[config.mk]
export PLATFORM = sky130hd
export DESIGN_NAME = mem_bus_arbiter_flat
export DESIGN_NICKNAME = d
export VERILOG_FILES = /design/src/rtl/mem_bus_arbiter_if.sv /design/src/rtl/mem_bus_arbiter.sv /design/src/flat_wrapper.sv
export SDC_FILE = /design/constraint.sdc
export NUM_CORES = 1
export LEC_CHECK = 0
export CAP_MARGIN = 20
export CORE_AREA = 2 2 192 194
export DETAILED_ROUTE_END_ITERATION = 8
export DIE_AREA = 0 0 194 196
export PLACE_DENSITY_LB_ADDON = 0.2
export SLEW_MARGIN = 25
export SYNTH_ARGS = -nofsm -noshare
export SYNTH_HDL_FRONTEND = slang
export SYNTH_SLANG_ARGS = --single-unit
[constraint.sdc]
create_clock -name clk -period 2.21 [get_ports clk]
set_input_delay 0.3315 -clock clk [delete_from_list [all_inputs] [get_ports clk]]
set_output_delay 0.3315 -clock clk [all_outputs]
set_load 0.005 [all_outputs]
[src/rtl/mem_bus_arbiter_if.sv]
// Bundle of upstream requester ports, the shared downstream memory port and
// arbiter status, as seen by the arbiter (master) and its environment (slave).
interface mem_bus_arbiter_if #(
   parameter int unsigned NREQ = 4
);
   // Upstream requester side, one 8/8/64-bit slot per port
   logic [NREQ-1:0]         s_mem_lock;
   logic [NREQ-1:0][7:0]    s_mem_rqst;
   logic [NREQ-1:0][7:0]    s_mem_trsc;
   logic [NREQ-1:0][63:0]   s_mem_addr;
   logic [NREQ-1:0][7:0]    s_mem_resp;
   logic [NREQ-1:0][7:0]    s_mem_mesi;

   // Downstream memory side
   logic                    m_mem_lock;
   logic [7:0]              m_mem_rqst;
   logic [7:0]              m_mem_trsc;
   logic [63:0]             m_mem_addr;
   logic [7:0]              m_mem_resp;
   logic [7:0]              m_mem_mesi;

   // Arbiter status
   logic [NREQ-1:0]         grant;
   logic                    busy;

   // Arbiter view
   modport master (
      input  s_mem_lock, s_mem_rqst, s_mem_trsc, s_mem_addr,
      input  m_mem_resp, m_mem_mesi,
      output s_mem_resp, s_mem_mesi,
      output m_mem_lock, m_mem_rqst, m_mem_trsc, m_mem_addr,
      output grant, busy
   );

   // Environment view (requesters plus downstream slave)
   modport slave (
      output s_mem_lock, s_mem_rqst, s_mem_trsc, s_mem_addr,
      output m_mem_resp, m_mem_mesi,
      input  s_mem_resp, s_mem_mesi,
      input  m_mem_lock, m_mem_rqst, m_mem_trsc, m_mem_addr,
      input  grant, busy
   );
endinterface

[src/rtl/mem_bus_arbiter.sv]
// mem_bus_arbiter: round-robin arbiter sharing one downstream memory port
// between NREQ requesters, one outstanding transaction, with bus locking.
// Optional watchdog on the WAIT state: define ARB_TIMEOUT_EN to enable it
// (TIMEOUT cycles, error response 8'hFF).
module mem_bus_arbiter #(
   parameter int unsigned NREQ    = 4,
   parameter int unsigned TIMEOUT = 255
) (
   input  logic              clk,
   input  logic              rst,
   mem_bus_arbiter_if.master bus
);

   localparam int unsigned IDX_W = (NREQ > 1) ? $clog2(NREQ) : 1;

   // Reject out-of-range configurations at elaboration
   if (NREQ < 2 || NREQ > 8 || TIMEOUT < 1) begin : g_bad_param
      $error("mem_bus_arbiter: NREQ must be 2..8 and TIMEOUT at least 1");
   end

   typedef enum logic [1:0] {
      S_IDLE = 2'd0,
      S_WAIT = 2'd1,
      S_TURN = 2'd2
   } state_t;

   state_t                  r_state;
   logic [IDX_W-1:0]        r_rr_ptr;
   logic [IDX_W-1:0]        r_g;
   logic                    r_owner_vld;

   logic                    r_m_lock;
   logic [7:0]              r_m_rqst;
   logic [7:0]              r_m_trsc;
   logic [63:0]             r_m_addr;
   logic [NREQ-1:0][7:0]    r_s_resp;
   logic [NREQ-1:0][7:0]    r_s_mesi;
   logic [NREQ-1:0]         r_grant;
   logic                    r_busy;

`ifdef ARB_TIMEOUT_EN
   localparam int unsigned TO_W = $clog2(TIMEOUT + 1);
   logic [TO_W-1:0]         r_to_cnt;
`endif

   logic [NREQ-1:0]         w_elig;
   logic                    w_found;
   logic [IDX_W-1:0]        w_win;
   logic [IDX_W-1:0]        w_cand;

   // A port is eligible when it has a request; a lock owner excludes all others
   always_comb begin
      w_elig = '0;
      for (int unsigned i = 0; i < NREQ; i++) begin
         w_elig[i] = (bus.s_mem_rqst[i] != 8'd0) &&
                     (!r_owner_vld || (r_g == IDX_W'(i)));
      end
   end

   // Round-robin pick: first eligible port after the last winner
   always_comb begin
      w_found = 1'b0;
      w_win   = '0;
      w_cand  = '0;
      for (int unsigned k = 1; k <= NREQ; k++) begin
         w_cand = IDX_W'((32'(r_rr_ptr) + k) % NREQ);
         if (!w_found && w_elig[w_cand]) begin
            w_found = 1'b1;
            w_win   = w_cand;
         end
      end
   end

   // Arbitration FSM with all bus outputs registered
   always_ff @(posedge clk) begin
      if (rst) begin
         r_state     <= S_IDLE;
         r_rr_ptr    <= IDX_W'(NREQ - 1);
         r_g         <= '0;
         r_owner_vld <= 1'b0;
         r_m_lock    <= 1'b0;
         r_m_rqst    <= 8'd0;
         r_m_trsc    <= 8'd0;
         r_m_addr    <= 64'd0;
         r_s_resp    <= '0;
         r_s_mesi    <= '0;
         r_grant     <= '0;
         r_busy      <= 1'b0;
`ifdef ARB_TIMEOUT_EN
         r_to_cnt    <= '0;
`endif
      end else begin
         case (r_state)
            S_IDLE: begin
               if (r_owner_vld && !bus.s_mem_lock[r_g]) begin
                  // Owner released the lock: open arbitration next cycle
                  r_owner_vld <= 1'b0;
                  r_grant     <= '0;
                  r_m_lock    <= 1'b0;
               end else if (w_found) begin
                  r_g      <= w_win;
                  r_rr_ptr <= w_win;
                  r_grant  <= NREQ'(1) << w_win;
                  r_m_rqst <= bus.s_mem_rqst[w_win];
                  r_m_trsc <= bus.s_mem_trsc[w_win];
                  r_m_addr <= bus.s_mem_addr[w_win];
                  r_m_lock <= bus.s_mem_lock[w_win];
                  r_busy   <= 1'b1;
                  r_state  <= S_WAIT;
`ifdef ARB_TIMEOUT_EN
                  r_to_cnt <= '0;
`endif
               end else begin
                  // Idle owner keeps the bus locked; otherwise unlocked
                  r_m_lock <= r_owner_vld;
               end
            end

            S_WAIT: begin
               r_m_lock <= bus.s_mem_lock[r_g];
               if (bus.m_mem_resp != 8'd0) begin
                  r_s_resp[r_g] <= bus.m_mem_resp;
                  r_s_mesi[r_g] <= bus.m_mem_mesi;
                  r_m_rqst      <= 8'd0;
                  r_m_trsc      <= 8'd0;
                  r_m_addr      <= 64'd0;
                  r_owner_vld   <= bus.s_mem_lock[r_g];
                  r_state       <= S_TURN;
               end
`ifdef ARB_TIMEOUT_EN
               else if (r_to_cnt == TO_W'(TIMEOUT - 1)) begin
                  // Watchdog: report an error and drop any lock ownership
                  r_s_resp[r_g] <= 8'hFF;
                  r_m_rqst      <= 8'd0;
                  r_m_trsc      <= 8'd0;
                  r_m_addr      <= 64'd0;
                  r_owner_vld   <= 1'b0;
                  r_state       <= S_TURN;
               end else begin
                  r_to_cnt <= r_to_cnt + TO_W'(1);
               end
`endif
            end

            S_TURN: begin
               // Downstream may still echo the old response; ignore it here
               r_s_resp <= '0;
               r_grant  <= r_owner_vld ? r_grant : '0;
               r_m_lock <= r_owner_vld && bus.s_mem_lock[r_g];
               r_busy   <= 1'b0;
               r_state  <= S_IDLE;
            end

            default: begin
               r_state <= S_IDLE;
            end
         endcase
      end
   end

   assign bus.m_mem_lock = r_m_lock;
   assign bus.m_mem_rqst = r_m_rqst;
   assign bus.m_mem_trsc = r_m_trsc;
   assign bus.m_mem_addr = r_m_addr;
   assign bus.s_mem_resp = r_s_resp;
   assign bus.s_mem_mesi = r_s_mesi;
   assign bus.grant      = r_grant;
   assign bus.busy       = r_busy;

endmodule

[src/flat_wrapper.sv]
// flat-port wrapper written by rule: the top's interface ports become plain ports
module mem_bus_arbiter_flat 
#(
   parameter int unsigned NREQ    = 4,
   parameter int unsigned TIMEOUT = 255
)
  (clk, rst, bus_s_mem_lock, bus_s_mem_rqst, bus_s_mem_trsc, bus_s_mem_addr, bus_m_mem_resp, bus_m_mem_mesi, bus_s_mem_resp, bus_s_mem_mesi, bus_m_mem_lock, bus_m_mem_rqst, bus_m_mem_trsc, bus_m_mem_addr, bus_grant, bus_busy);
  mem_bus_arbiter_if #(.NREQ(NREQ)) bus_i ();
  input  logic clk;
  input  logic rst;
  input wire logic [$bits(bus_i.s_mem_lock)-1:0] bus_s_mem_lock;
  input wire logic [$bits(bus_i.s_mem_rqst)-1:0] bus_s_mem_rqst;
  input wire logic [$bits(bus_i.s_mem_trsc)-1:0] bus_s_mem_trsc;
  input wire logic [$bits(bus_i.s_mem_addr)-1:0] bus_s_mem_addr;
  input wire logic [$bits(bus_i.m_mem_resp)-1:0] bus_m_mem_resp;
  input wire logic [$bits(bus_i.m_mem_mesi)-1:0] bus_m_mem_mesi;
  output wire logic [$bits(bus_i.s_mem_resp)-1:0] bus_s_mem_resp;
  output wire logic [$bits(bus_i.s_mem_mesi)-1:0] bus_s_mem_mesi;
  output wire logic [$bits(bus_i.m_mem_lock)-1:0] bus_m_mem_lock;
  output wire logic [$bits(bus_i.m_mem_rqst)-1:0] bus_m_mem_rqst;
  output wire logic [$bits(bus_i.m_mem_trsc)-1:0] bus_m_mem_trsc;
  output wire logic [$bits(bus_i.m_mem_addr)-1:0] bus_m_mem_addr;
  output wire logic [$bits(bus_i.grant)-1:0] bus_grant;
  output wire logic [$bits(bus_i.busy)-1:0] bus_busy;
  assign bus_i.s_mem_lock = bus_s_mem_lock;
  assign bus_i.s_mem_rqst = bus_s_mem_rqst;
  assign bus_i.s_mem_trsc = bus_s_mem_trsc;
  assign bus_i.s_mem_addr = bus_s_mem_addr;
  assign bus_i.m_mem_resp = bus_m_mem_resp;
  assign bus_i.m_mem_mesi = bus_m_mem_mesi;
  assign bus_s_mem_resp = bus_i.s_mem_resp;
  assign bus_s_mem_mesi = bus_i.s_mem_mesi;
  assign bus_m_mem_lock = bus_i.m_mem_lock;
  assign bus_m_mem_rqst = bus_i.m_mem_rqst;
  assign bus_m_mem_trsc = bus_i.m_mem_trsc;
  assign bus_m_mem_addr = bus_i.m_mem_addr;
  assign bus_grant = bus_i.grant;
  assign bus_busy = bus_i.busy;
  mem_bus_arbiter #(.NREQ(NREQ), .TIMEOUT(TIMEOUT)) u_core (.clk(clk), .rst(rst), .bus(bus_i));
endmodule
## Yosys cells after proc, flatten, opt, wreduce, memory -nomap -nowiden

Cells that the tools add are included.

- Multiplexer cells: 60
- Reduce and logical (&&, ||, !) cells: 38
- Shift operators: 1
- $add $sub $neg: 4
- Bitwise gates (word level): 1
- Equal/unequal tests: 11
- $lt $le $gt $ge: 7

Operators with widths:

| cell | number |
|---|---|
| $mux 64 | 4 |
| $bmux 64 s2 | 1 |
| $pmux 64 s2 | 1 |
| $bwmux 32 | 2 |
| $mux 8 | 8 |
| $pmux 32 s2 | 1 |
| $reduce_bool 8->1 | 5 |
| $bmux 8 s2 | 2 |
| $mux 32 | 1 |
| $pmux 8 s2 | 2 |
| $lt 2x3->1 const B | 6 |
| $demux 8 s2 | 1 |
| $mux 1 | 16 |
| $reduce_and 3->1 | 5 |
| $mux 2 | 7 |
| $bmux 1 s2 | 6 |
| $mux 4 | 3 |
| $logic_and 1x1->1 | 10 |
| $pmux 4 s2 | 1 |
| $eq 2x2->1 const B | 3 |
| $ne 2x1->1 const B | 3 |
| $reduce_bool 2->1 | 3 |
| $logic_not 1->1 | 5 |
| $add 2x1->2 const B | 2 |
| 15 further kinds | 24 |

- Output and inout bits: 150
- Flip-flop bits (word level): 157
- Bits of input ports: 342
- Word-level logic and storage cells: 140

## Longest topological paths before layout

Gate-level depths: netlist of run 1.

- Depth after elaboration: 20
- Gate-level depth with buffers: 12
- Depth with buffers taken out: 7

## Worst setup path after synthesis of run 1

No wires, ideal clock.

- Path type: input-to-reg
- Start point: in bus_s_mem_rqst[17]
- End point: reg u_core.r_m_rqst[3], in the netlist u_core.bus.m_mem_rqst[3]
- Slack: -113 ps
- Buffers on the path: 3
- Setup time: 117 ps
- Stages on the path: 10
- Arrival: 2206 ps
- Data required time: 2093 ps
- Cell sequence: or4_1 o22ai_4 a211oi_1 o21a_1 buf_4 buf_6 buf_6 a21oi_1 a32oi_1 a22o_1

- Cells in the longest elaborated chain, start to end: 19
- Elaborated cells between the ends (all ways): 31
- Classes of those cells: 1 x eq/ne; 21 x mux; 9 x reduce/logical

RTL lines:

| what | RTL line | text |
|---|---|---|
| start: declaration | flat_wrapper.sv:12 | `input wire logic [$bits(bus_i.s_mem_rqst)-1:0] bus_s_mem_rqst;` |
| $reduce_bool 8->1 * | mem_bus_arbiter.sv:55 | `w_elig[i] = (bus.s_mem_rqst[i] != 8'd0) &&` |
| $logic_and 1x1->1 * | mem_bus_arbiter.sv:55 |  |
| $bmux 1 s2 | mem_bus_arbiter.sv:67 | `if (!w_found && w_elig[w_cand]) begin` |
| $mux 1 (implied by the code) | mem_bus_arbiter.sv:67 |  |
| $mux 1 | mem_bus_arbiter.sv:67 |  |
| $logic_not 1->1 | mem_bus_arbiter.sv:67 |  |
| $logic_and 1x1->1 | mem_bus_arbiter.sv:67 |  |
| $mux 1 | mem_bus_arbiter.sv:67 |  |
| [... 3 more ...] | n/a |  |
| $logic_not 1->1 | mem_bus_arbiter.sv:67 |  |
| $logic_and 1x1->1 | mem_bus_arbiter.sv:67 |  |
| $mux 2 | mem_bus_arbiter.sv:67 |  |
| $bmux 8 s2 | mem_bus_arbiter.sv:104 | `r_m_rqst <= bus.s_mem_rqst[w_win];` |
| $mux 8 (implied by the code) | mem_bus_arbiter.sv:104 |  |
| $mux 8 | mem_bus_arbiter.sv:100 | `end else if (w_found) begin` |
| $mux 8 | mem_bus_arbiter.sv:95 | `if (r_owner_vld && !bus.s_mem_lock[r_g]) begin` |
| $pmux 8 s2 | mem_bus_arbiter.sv:93 | `case (r_state)` |
| end signal: assignment | mem_bus_arbiter.sv:104 |  |
| end: declaration | mem_bus_arbiter.sv:33 | `logic [7:0] r_m_rqst;` |

Mark *: on every way between the ends. The rest lies on a longest branch, timed or not. The select of a mux whose other input is x is not followed.
A chain may end at the register's enable or synchronous reset.

## Worst setup path in the final report of run 1

- Start point: reg u_core.r_g[1]
- End point: reg u_core.r_m_lock, in the netlist u_core.bus.m_mem_lock

- Cells in the longest elaborated chain, start to end: 20
- Elaborated cells between the ends (all ways): 44
- Classes of those cells: 3 x eq/ne; 23 x mux; 18 x reduce/logical

RTL lines:

| what | RTL line | text |
|---|---|---|
| start: declaration | mem_bus_arbiter.sv:29 | `logic [IDX_W-1:0] r_g;` |
| start signal: assignment | mem_bus_arbiter.sv:101 | `r_g <= w_win;` |
| $eq 2x1->1 (tied with other cells) | mem_bus_arbiter.sv:56 | `(!r_owner_vld \|\| (r_g == IDX_W'(i)));` |
| $logic_or 1x1->1 | mem_bus_arbiter.sv:56 |  |
| $logic_and 1x1->1 | mem_bus_arbiter.sv:55 |  |
| $bmux 1 s2 | mem_bus_arbiter.sv:67 |  |
| $mux 1 (implied by the code) | mem_bus_arbiter.sv:67 |  |
| $mux 1 | mem_bus_arbiter.sv:67 |  |
| $logic_not 1->1 | mem_bus_arbiter.sv:67 |  |
| $logic_and 1x1->1 | mem_bus_arbiter.sv:67 |  |
| [... 4 more ...] | n/a |  |
| $logic_not 1->1 | mem_bus_arbiter.sv:67 |  |
| $logic_and 1x1->1 | mem_bus_arbiter.sv:67 |  |
| $mux 2 | mem_bus_arbiter.sv:67 |  |
| $bmux 1 s2 | mem_bus_arbiter.sv:107 | `r_m_lock <= bus.s_mem_lock[w_win];` |
| $mux 1 (implied by the code) | mem_bus_arbiter.sv:107 |  |
| $mux 1 | mem_bus_arbiter.sv:100 |  |
| $mux 1 | mem_bus_arbiter.sv:95 |  |
| $pmux 1 s3 * | mem_bus_arbiter.sv:93 |  |
| end signal: assignment | mem_bus_arbiter.sv:107 |  |
| end signal: assignment | mem_bus_arbiter.sv:115 | `r_m_lock <= r_owner_vld;` |
| end signal: assignment | mem_bus_arbiter.sv:120 | `r_m_lock <= bus.s_mem_lock[r_g];` |
| end: declaration | mem_bus_arbiter.sv:32 | `logic r_m_lock;` |

Marked as above.

==> results by group, run 1 <==
Worst setup path
  • Buf+Inv Stages, Crit Path: 3
  • Most frequent cell on the critical path: buf_6
  • Worst path slowest cell: or4_4
  • CP max stage delay: 0.55 ns
  • Startpoint types: register
  • Crit-path max FO: 5
  • Worst path required time: 2.57 ns
  • Worst r2r src: u_core.r_g[1]
  • Worst path cell trace: or2_4, buf_6, a22o_1, buf_6, buf_6, nand4_1, o211ai_1, or4_4, a221oi_2
  • CP arrival: 2.70 ns
  • Crit path max-delay family: simple AND/OR/NAND/NOR gates
  • Crit path kind: reg2reg
  • R2R depth: 9
  • Stages on worst setup path: 9
  • Crit path to: u_core.bus.m_mem_lock
  • Register-to-register setup slack: -0.14 ns
  • Crit. End Element: register
  • Worst R2R End: u_core.bus.m_mem_lock
  • Worst Setup SP: u_core.r_g[1]

Pwr
  • Pwr Density: about 930 nW/µm²
  • Worst IR Drop VDD: 0.442 mV
  • Leak: 6.53 nW

GRT
  • First-pass GRT wire length: 62500 µm
  • Vias in the first global route: 10129
  • Total congestion overflow: 0
  • Antenna violations before repair: 10
  • Overall global routing resource usage: a little over a fifth
  • Pin count of the biggest net entering global routing: 78

Drt
  • Routed wire per std cell: roughly 21 µm
  • DRT iter0 DRCs: ~540
  • Drt total wl: around 45000 µm
  • Routed Antenna Nets: 0
  • Via density: 4.93
  • Via Count: 10395
  • Residual DRC count: 0
  • First-pass DRT Iterations: 5

Clocking
  • Maximum root-to-sink buffer count: 2
  • CTS tree: yes
  • H-tree depth: 4
  • Worst-Skew Late Latency: 0.44 ns
  • Clock-pin slew on the worst setup and hold paths: 0.07 ns
  • Clk sink count: 157
  • TritonCTS Buffers: 17
  • CTS root buf: clkbuf_16

Floorplan
  • Row Count: 70
  • Die Wd: 194 µm
  • # IOs: 492
  • Effective utilization at floorplan: 22.2%
  • Core area: 36100 µm²
  • Die area: approximately 38000 µm²
  • Die Ht: 196 µm

Finish
  • Area delta synth->final: 113%
  • Fill cells: 3403
  • Multi-input gate area in the final layout: 5450 µm²
  • Ratio of cells with drive above 1 in the final layout: 24.7%
  • Register Area: 3150 µm²
  • Nets: 1972

Timing
  • Fin Setup TNS: -5.54 ns
  • PnR worst setup slack: -0.137 ns
  • Fmax: 426 MHz
  • Fin crit share: 106%
  • Final setup fails: 82
  • Final Hold Vio Count: 0
  • Slew margin rel.: 53.1%
  • Minimum clock period: 2.35 ns
  • Max Transition Viols Final: 0
  • Actual slew at the worst max-slew pin: about 0.70 ns
  • RSZ-0062 raised after global routing: true
  • Worst Skew: 0.0119 ns

Hold path
  • Worst hold path depth: 4
  • Hold WC Path Type: in2reg

Yosys
  • Register area share after synthesis: 39.3%
  • Async S/R FF share, synth: 0%
  • Ys Warns: 0
  • Mapped Area: 8010 µm²
  • Synth cell types: between 50 and 60
  • Main flop type after synthesis: dfxtp_1
  • Post-Syn Instances: 1032
  • Post-synth EDFFs: 0
  • Yosys reg bits: 157
  • Syn_nets: between 1000 and 1500
  • Avg Inst Size Synth: 7.76 µm²

Outcome
  • Status: finished, violations left
  • Failing checks: setup timing

Placed design
  • Placer Congestion: roughly 0.9
  • Place WS: -1.18 ns
  • I/O Buffers: 491
  • DP HPWL: 31300 µm

Job
  • Max cap viols: 0
==> how the worst min path moves through the flow <==
stage                              start                   endpoint  slack [ns]
6_report              bus_s_mem_rqst[22]   u_core.bus.m_mem_rqst[6]        0.38
4_1_cts               bus_s_mem_rqst[22]   u_core.bus.m_mem_rqst[6]        0.36
3_5_place_dp   u_core.bus.s_mem_mesi[17]  u_core.bus.s_mem_mesi[17]        0.45
2_1_floorplan   u_core.bus.s_mem_mesi[0]   u_core.bus.s_mem_mesi[0]        0.45
5_1_grt               bus_s_mem_rqst[22]   u_core.bus.m_mem_rqst[6]        0.36
3_3_place_gp   u_core.bus.s_mem_mesi[19]  u_core.bus.s_mem_mesi[19]        0.44
==> registers in the layout, summed over array words and instances (netlist names) <==
register               flops
u_core.r_state             2
u_core.bus.m_mem_addr     64
u_core.bus.s_mem_mesi     32
u_core.bus.m_mem_rqst      8
u_core.r_g                 2
u_core.bus.busy            1
u_core.r_owner_vld         1
u_core.bus.m_mem_trsc      8
u_core.bus.s_mem_resp     32
u_core.bus.m_mem_lock      1
u_core.bus.grant           4
u_core.r_rr_ptr            2
==> worst reg2reg max path, delay by kind of cell, from the launching register on <==
kind / cells / cell delay [ns]
buffers and inverters: 3 / 0.35
AOI/OAI and AO/OA: 3 / 0.57
DFF: 1 / 0.38
and+or+nand+nor: 3 / 0.97
==> cell families after synthesis <==
group,count (synthesis),synth area share (%)
DFF,157,39.3
AOI/OAI and AO/OA,358,32.4
adders and majority gates,4,0.625
buffers and inverters,103,5.83
and+or+nand+nor,401,20.6
muxes,9,1.28
==> per-layer routing <==
metal  track usage (%)  part of all wire (%)  vias to the layer above  routed length [µm]
li1                  -                     -                     4992                   -
met1              25.7                    41                     4944               18300
met2              39.1                    52                      389               23200
met3              4.28                   5.1                       62                2310
met4              5.19                   2.4                        8                1080
met5                 0                 0.087                        -                  39
==> synthesized netlist by cell type (2+ instances only) <==
master | instances | area share (%)
nand2_1 | 276 | 13
dfxtp_1 | 157 | 39
a21oi_1 | 119 | 7.4
a22o_1 | 83 | 9.1
a32oi_1 | 80 | 8.8
nor2_1 | 59 | 2.8
clkbuf_1 | 46 | 2.2
buf_2 | 40 | 2.5
a22oi_1 | 37 | 3.5
nand3_1 | 28 | 1.8
inv_1 | 9 | 0.42
nor2b_1 | 9 | 0.70
nor4_1 | 9 | 0.70
mux2i_1 | 8 | 1.0
o21ai_0 | 8 | 0.50
buf_4 | 4 | 0.38
ha_1 | 4 | 0.63
o211ai_1 | 4 | 0.38
o21ai_1 | 4 | 0.25
a221oi_1 | 3 | 0.33
nand2b_1 | 3 | 0.23
nor3_1 | 3 | 0.19
a211o_1 | 2 | 0.22
a211oi_1 | 2 | 0.19
a21o_1 | 2 | 0.19
and2_1 | 2 | 0.16
and3_1 | 2 | 0.16
buf_1 | 2 | 0.094
buf_6 | 2 | 0.28
o21a_1 | 2 | 0.19
or4_1 | 2 | 0.19
==> cell usage in the layout, fill, tap and decap left out, types with 9 or more instances in the layout <==
| master | instances |
|---|---|
| nand2_2 | 36 |
| inv_1 | 9 |
| a22o_1 | 83 |
| nand2_1 | 215 |
| a32oi_2 | 34 |
| a22oi_1 | 35 |
| nand3_1 | 27 |
| clkbuf_16 | 29 |
| nor2_1 | 57 |
| a21oi_2 | 48 |
| buf_6 | 17 |
| buf_16 | 18 |
| clkdlybuf4s50_1 | 459 |
| buf_4 | 98 |
| nor2b_1 | 9 |
| a21oi_1 | 63 |
| dfxtp_1 | 154 |
| a32oi_1 | 46 |
| buf_12 | 29 |
| dlygate4sd2_1 | 21 |
| nand2_4 | 25 |
==> timing repair <==
action	CTS	global route
setup buffers	26	10
hold buffers	0	0
resized for setup	179	135
setup endpoints to repair	92	90
gates cloned	14	14
pin swaps	68	119
==> power breakdown <==
part	switching, mW	leakage (nW)	total [mW]	internal, mW
clock network	1.40	0.285	3.03	1.62
registers	0.320	1.28	3.64	3.32
logic	4.35	4.96	9.27	4.92
total	6.07	6.53	15.9	9.87
==> area by class of cell <==
type | instances | share of cell area (%)
well taps | 468 | 3.43
clock inverters | 14 | 0.880
inverters | 9 | 0.198
multi-input cells | 772 | 31.9
diodes | 3 | 0.0440
repair buffers | 669 | 42.4
clock buffers | 18 | 2.57
flip-flops and latches | 157 | 18.5
==> through the flow <==
| stage | power, mW | instance area, µm² | utilization, % | hold slack [ns] | instances |
|---|---|---|---|---|---|
| detailed placement | 10.2 | 14300 | 39.7 | 0.449 | 2016 |
| global route | 16.8 | 17000 | 47.2 | 0.361 | 2107 |
| CTS | 14.8 | 16100 | 44.6 | 0.355 | 2086 |
| global placement | 10.2 | 14300 | 39.7 | 0.443 | 2016 |
| floorplan | 6.94 | 8080 | - | 0.453 | 1032 |
| finish | 15.9 | 17100 | 47.3 | 0.376 | 2110 |
Note: power is estimated with default switching activity, not from simulation.
==> run 2, diff against run 1 <==
CORE_AREA = 2 2 193 195   (was 2 2 192 194)
CTS_BUF_LIST = sky130_fd_sc_hd__clkbuf_4 sky130_fd_sc_hd__clkbuf_8 sky130_fd_sc_hd__clkbuf_16   (was unset)
CTS_CLUSTER_SIZE = 8   (was unset)
DIE_AREA = 0 0 195 197   (was 0 0 194 196)
clock period = 2.4 ns   (was 2.21 ns; I/O delays follow)
==> run 2 against run 1 <==
The flow now finishes without violations. Global-route usage is 1.1 points lower. Die area is 1.0% higher. Non-clock buffer count is 56 lower. Worst setup slack better by 0.20 ns. Total power is 18% lower. Critical path type is now in2reg.
==> results by group, run 2 (synthesized netlist as in run 1, its figures left out) <==
Pwr
  • Pwr Density: 845 nW/µm²
  • Clock power frac: 22.1%
  • Net Switching: 4.85 mW
  • Seq pwr share: 25.8%
  • Leak: 6.01 nW
  • Worst IR Drop VDD: 0.502 mV
  • Sw frac: 37.2%
  • P_int: 8.20 mW
  • Power share of the combinational group: between 50% and 60%

Timing
  • Actual slew at the worst max-slew pin: between 0.7 and 0.8 ns
  • Slew margin rel.: between 40% and 50%
  • RSZ-0062 raised after global routing: true
  • Minimum clock period: 2.34 ns
  • Hold slack: 0.220 ns
  • Fin crit share: 97.5%
  • Fmax: 427 MHz
  • Fin Setup TNS: 0 ns
  • Final Hold Vio Count: 0
  • Final setup fails: 0
  • Worst Skew: 0.0119 ns
  • Max Transition Viols Final: 0

Worst setup path
  • Startpoint types: input pin
  • Crit path kind: in2reg
  • Crit-path max FO: 5
  • Crit. End Element: register
  • Worst path required time: 2.74 ns
  • CP arrival: around 2.7 ns
  • Register-to-register setup slack: 0.08 ns

Clocking
  • Clock-pin slew on the worst setup and hold paths: ~0.070 ns
  • Clk sink count: 157
  • CTS root buf: clkbuf_16
  • TritonCTS Buffers: 17
  • CTS tree: yes
  • Worst-Skew Late Latency: about 0.45 ns
  • Maximum root-to-sink buffer count: 2
  • H-tree depth: 4

GRT
  • Total congestion overflow: 0
  • Vias in the first global route: 9812
  • Pin count of the biggest net entering global routing: 75
  • First-pass GRT wire length: 59600 µm
  • Antenna violations before repair: 2
  • Overall global routing resource usage: between 20% and 30%

Drt
  • Routed wire per std cell: 20.4 µm
  • DRT iter0 DRCs: around 540
  • Drt total wl: around 42000 µm
  • Residual DRC count: 0
  • Via Count: 10091
  • Routed Antenna Nets: 0
  • First-pass DRT Iterations: 5
  • Via density: 4.92

Placed design
  • DP Cell Count: 1999
  • I/O Buffers: 491
  • DP HPWL: 31200 µm
  • Placer Congestion: 0.893
  • Cell Area, Placed: 14200 µm²

Floorplan
  • Die Wd: 195 µm
  • Core area: around 36000 µm²
  • Die Ht: 197 µm
  • Row Count: 70
  • Effective utilization at floorplan: 22.1%
  • Die area: 38400 µm²
  • # IOs: approximately 500

Finish
  • Most common cell after layout, fill and taps aside: clkdlybuf4s50_1
  • Multi-input gate area in the final layout: 4690 µm²
  • Most frequent cells in the layout: clkdlybuf4s50_1 (458), nand2_1 (274), dfxtp_1 (155)
  • Area delta synth->final: 92.9%
  • Register Area: around 3100 µm²
  • Nets: 1916
  • Ratio of cells with drive above 1 in the final layout: 12.6%
  • Design area: 15400 µm²
  • Finished Layout Cells: around 2000
  • Fill cells: about 3700
  • Final core utilization: 42.6%
  • Max FFs per register: 64

Hold path
  • Hold WC Path Type: in2reg

Outcome
  • Status: finished, final reports clean

Job
  • Max cap viols: 0
## run 2: cell count changes in the layout (fill, tap and decap cells not counted), moves of 7 or more
cell	previous run	this run
a32oi_2	34	5
buf_16	18	5
a32oi_1	46	75
buf_4	98	80
nand2_4	25	0
clkbuf_16	29	19
dlymetal6s2s_1	1	12
a21oi_4	8	1
buf_6	17	3
nand2_1	215	274
a21oi_2	48	7
a21oi_1	63	111
nand2_2	36	2
## run 2: worst paths after layout
kind                                     to  depth (start not counted)                      from
setup / recovery  u_core.bus.m_mem_addr[14]                         11        bus_s_mem_rqst[23]
hold / removal        u_core.bus.m_mem_lock                          2                       rst
setup reg to reg   u_core.bus.m_mem_addr[4]                         12             u_core.r_g[1]
hold reg to reg    u_core.bus.s_mem_mesi[0]                          2  u_core.bus.s_mem_mesi[0]
## run 2: metrics by stage
| stage | power (mW) | worst slack [ns] |
|---|---|---|
| finish | 13.0 | 0.0591 |
| global route | 13.8 | -0.00562 |
| CTS | 12.9 | 0.0000668 |
| detailed placement | 9.44 | -0.915 |
| global placement | 9.41 | -0.962 |
| floorplan | 6.30 | 0.0484 |
## run 2: metal layers
layer | vias up | share of wire, % | track usage [%]
met5 | - | 0 | 0
met3 | 43 | 6.1 | 4.81
li1 | 4858 | - | -
met2 | 401 | 50 | 34.2
met4 | 0 | 2.2 | 7.58
met1 | 4789 | 42 | 25.3
## run 2: power by group through the flow
| stage | Clock [mW] | Sequential, mW | Combinational, mW |
|---|---|---|---|
| 5_1_grt | 3.05 | 3.42 | 7.33 |
| 3_3_place_gp | 0 | 3.39 | 6.02 |
| 3_5_place_dp | 0 | 3.38 | 6.05 |
| 4_1_cts | 2.95 | 3.35 | 6.63 |
| 6_report | 2.88 | 3.36 | 6.81 |
| 2_1_floorplan | 0 | 3.36 | 2.94 |
## run 2: final cells by class
class	count	share of cell area, %
antenna	2	0.0324
clock buffer	17	2.75
clock inverter	14	1.11
inverter	9	0.219
multi-input combinational	772	30.4
sequential	157	20.4
tap	468	3.79
timing repair buffer	613	41.4
## run 2: worst max-delay path: stages
cell	delay (ns)
dlygate4sd2_1	0.24
or4_4	0.53
o22ai_4	0.27
o211ai_1	0.14
buf_4	0.17
o21a_4	0.15
bufbuf_16	0.28
a21oi_4	0.17
buf_4	0.13
a32oi_1	0.05
a22o_1	0.18
## run 2: repair_timing
action                                 in CTS  in global routing
endpoints found under the hold margin       0                  0
setup endpoints to repair                  89                 85
pin swaps                                  19                 19
setup buffers                               8                  7
gates cloned                                5                  2
resized for setup                          59                 34
hold buffers                                0                  0
==> run 3, diff against run 2 <==
CORE_AREA = 2 2 191 193   (was 2 2 193 195)
DIE_AREA = 0 0 193 195   (was 0 0 195 197)
clock period = 2.9 ns   (was 2.4 ns; I/O delays follow)
==> run 3 against run 2 <==
First-iteration DRC count down 2.4%. Global-route usage increased by 0.56 points. Final cell count fell by 1.7%. Flip-flop and latch count did not move. Clock skew increased by 0.0058 ns. Non-clock buffer count down 29. Worst setup slack better by 0.037 ns. Sequential power decreased by 17%. Die area fell by 2.0%. Sequential share of layout area rose by 1.1 points. Via count is 1.4% lower. Largest cell class unchanged. Largest power group unchanged.
==> results by group, run 3 (synthesized netlist as in run 1, its figures left out) <==
Outcome
  • Status: finished, final reports clean

Timing
  • Worst Skew: 0.0177 ns
  • Fmax: 357 MHz
  • PnR worst setup slack: 0.0963 ns
  • RSZ-0062 raised after global routing: true
  • Final Hold Vio Count: 0
  • Fin Setup TNS: 0 ns
  • Fin crit share: 96.7%
  • Final setup fails: 0
  • Actual slew at the worst max-slew pin: 0.761 ns
  • Max Transition Viols Final: 0
  • Slew margin rel.: 49.3%
  • Minimum clock period: 2.80 ns

Drt
  • DRT iter0 DRCs: between 500 and 600
  • Drt total wl: 41700 µm
  • Residual DRC count: 0
  • Routed wire per std cell: 20.7 µm
  • First-pass DRT Iterations: 6
  • Routed Antenna Nets: 0
  • Via density: 4.93
  • Via Count: slightly below 10000

Clocking
  • TritonCTS Buffers: 17
  • Clk sink count: around 160
  • Cts hold-fix bufs: 0
  • CTS root buf: clkbuf_16
  • CTS tree: yes
  • Maximum root-to-sink buffer count: 2
  • H-tree depth: 4
  • Clock-pin slew on the worst setup and hold paths: 0.08 ns
  • Worst-Skew Late Latency: 0.45 ns

Finish
  • Max FFs per register: 64
  • Nets: 1887
  • Ratio of cells with drive above 1 in the final layout: 9.27%
  • Finished Layout Cells: 2018
  • Most frequent cells in the layout: clkdlybuf4s50_1 (490), nand2_1 (276), dfxtp_1 (157)
  • Area delta synth->final: 82.9%
  • Most common cell after layout, fill and taps aside: clkdlybuf4s50_1
  • Fill cells: 3606
  • Final core utilization: ~41%

Placed design
  • DP Cell Count: roughly 2000
  • Placer Congestion: 0.930
  • Place WS: -0.577 ns
  • DP HPWL: 31800 µm
  • I/O Buffers: slightly below 500

Pwr
  • Seq pwr share: 27.6%
  • P_int: 6.18 mW
  • Leak: 5.55 nW
  • Net Switching: 3.87 mW
  • Power share of the combinational group: roughly 50%
  • Worst IR Drop VDD: ~0.38 mV
  • Clock power frac: 22.4%
  • Sw frac: 38.5%
  • Pwr Density: 686 nW/µm²

GRT
  • First-pass GRT wire length: just under 60000 µm
  • Total congestion overflow: 0
  • Overall global routing resource usage: around a fifth
  • Vias in the first global route: 9876
  • Antenna violations before repair: 3
  • Pin count of the biggest net entering global routing: 73

Floorplan
  • Die Ht: 195 µm
  • Row Count: 69
  • Die area: roughly 38000 µm²
  • # IOs: 492
  • Effective utilization at floorplan: 22.6%
  • Core area: 35400 µm²
  • Die Wd: just under 200 µm

Worst setup path
  • Worst path required time: roughly 3.3 ns
  • Crit. End Element: register
  • Startpoint types: input pin
  • Crit-path max FO: 36
  • Crit path kind: in2reg
  • CP arrival: 3.19 ns

Hold path
  • Hold WC Path Type: in2reg

Job
  • Max cap viols: 0
==> run 3: changes by cell type in the layout (fill, tap and decap cells not counted), sizes merged, moves of 2 or more <==
cell	previous run	this run
clkdlybuf4s50	458	490
clkinv	2	5
bufinv	2	0
inv	19	16
clkinvlp	0	3
buf	120	92
clkdlybuf4s15	3	0
dlymetal6s2s	12	0
dlygate4sd2	17	0
==> run 3: critical path, stage by stage <==
cell and delay (ns):
clkdlybuf4s50_1 0.59, nor4_2 0.10, buf_4 0.15, a221oi_1 0.40
a211oi_1 0.10, buf_4 0.16, buf_4 0.13, o21ai_4 0.23
buf_4 0.16, buf_12 0.19, nand2_1 0.09, a32oi_2 0.27
a22o_1 0.16
==> run 3: final cells by class <==
type / instances / area (µm²) / share of cell area [%]
antenna: 3 / 7.51 / 0.0513
clock buffer: 17 / 425 / 2.91
timing repair buffer: 584 / 5820 / 39.8
sequential: 157 / 3140 / 21.5
tap: 461 / 577 / 3.94
multi-input combinational: 772 / 4480 / 30.6
clock inverter: 15 / 151 / 1.03
inverter: 9 / 33.8 / 0.231
==> run 3: final timing paths <==
check                            startpoint                        end  slack (ns)  cells past startpoint
hold reg to reg   u_core.bus.s_mem_mesi[12]  u_core.bus.s_mem_mesi[12]        0.46                      2
setup / recovery         bus_s_mem_rqst[13]  u_core.bus.m_mem_addr[45]         0.1                     13
hold / removal                          rst              u_core.r_g[0]        0.35                      2
setup reg to reg              u_core.r_g[0]   u_core.bus.m_mem_addr[8]        0.39                      8
==> run 3: metrics by stage <==
stage	hold WS (ns)	total power [mW]	area, µm²
5_1_grt	0.369	10.7	14600
3_3_place_gp	0.443	7.65	13900
3_5_place_dp	0.449	7.67	13900
6_report	0.352	10.0	14600
4_1_cts	0.323	10.0	14500
2_1_floorplan	0.453	5.21	8010
==> run 3: routing by layer <==
| layer | GRT usage, % | share of wire (%) | up-vias | wire length, µm |
|---|---|---|---|---|
| met1 | 25.1 | 41 | 4739 | 17000 |
| met2 | 37.0 | 51 | 381 | 21400 |
| met3 | 4.94 | 6.2 | 37 | 2580 |
| met4 | 5.64 | 1.8 | 0 | 746 |
| li1 | - | - | 4793 | - |
| met5 | 0 | 0 | - | 0 |
==> run 3: power groups by stage <==
| stage | Combinational, mW | Clock (mW) | Sequential, mW |
|---|---|---|---|
| global placement | 4.84 | 0 | 2.81 |
| CTS | 4.90 | 2.33 | 2.77 |
| detailed placement | 4.86 | 0 | 2.81 |
| finish | 5.02 | 2.26 | 2.78 |
| global route | 5.44 | 2.40 | 2.82 |
| floorplan | 2.43 | 0 | 2.78 |
==> run 3: what timing repair did <==
action,CTS,global route
setup endpoints to repair,6,10
pin swaps,0,1
resized for setup,5,3
cloned,0,2
setup buffers,0,4
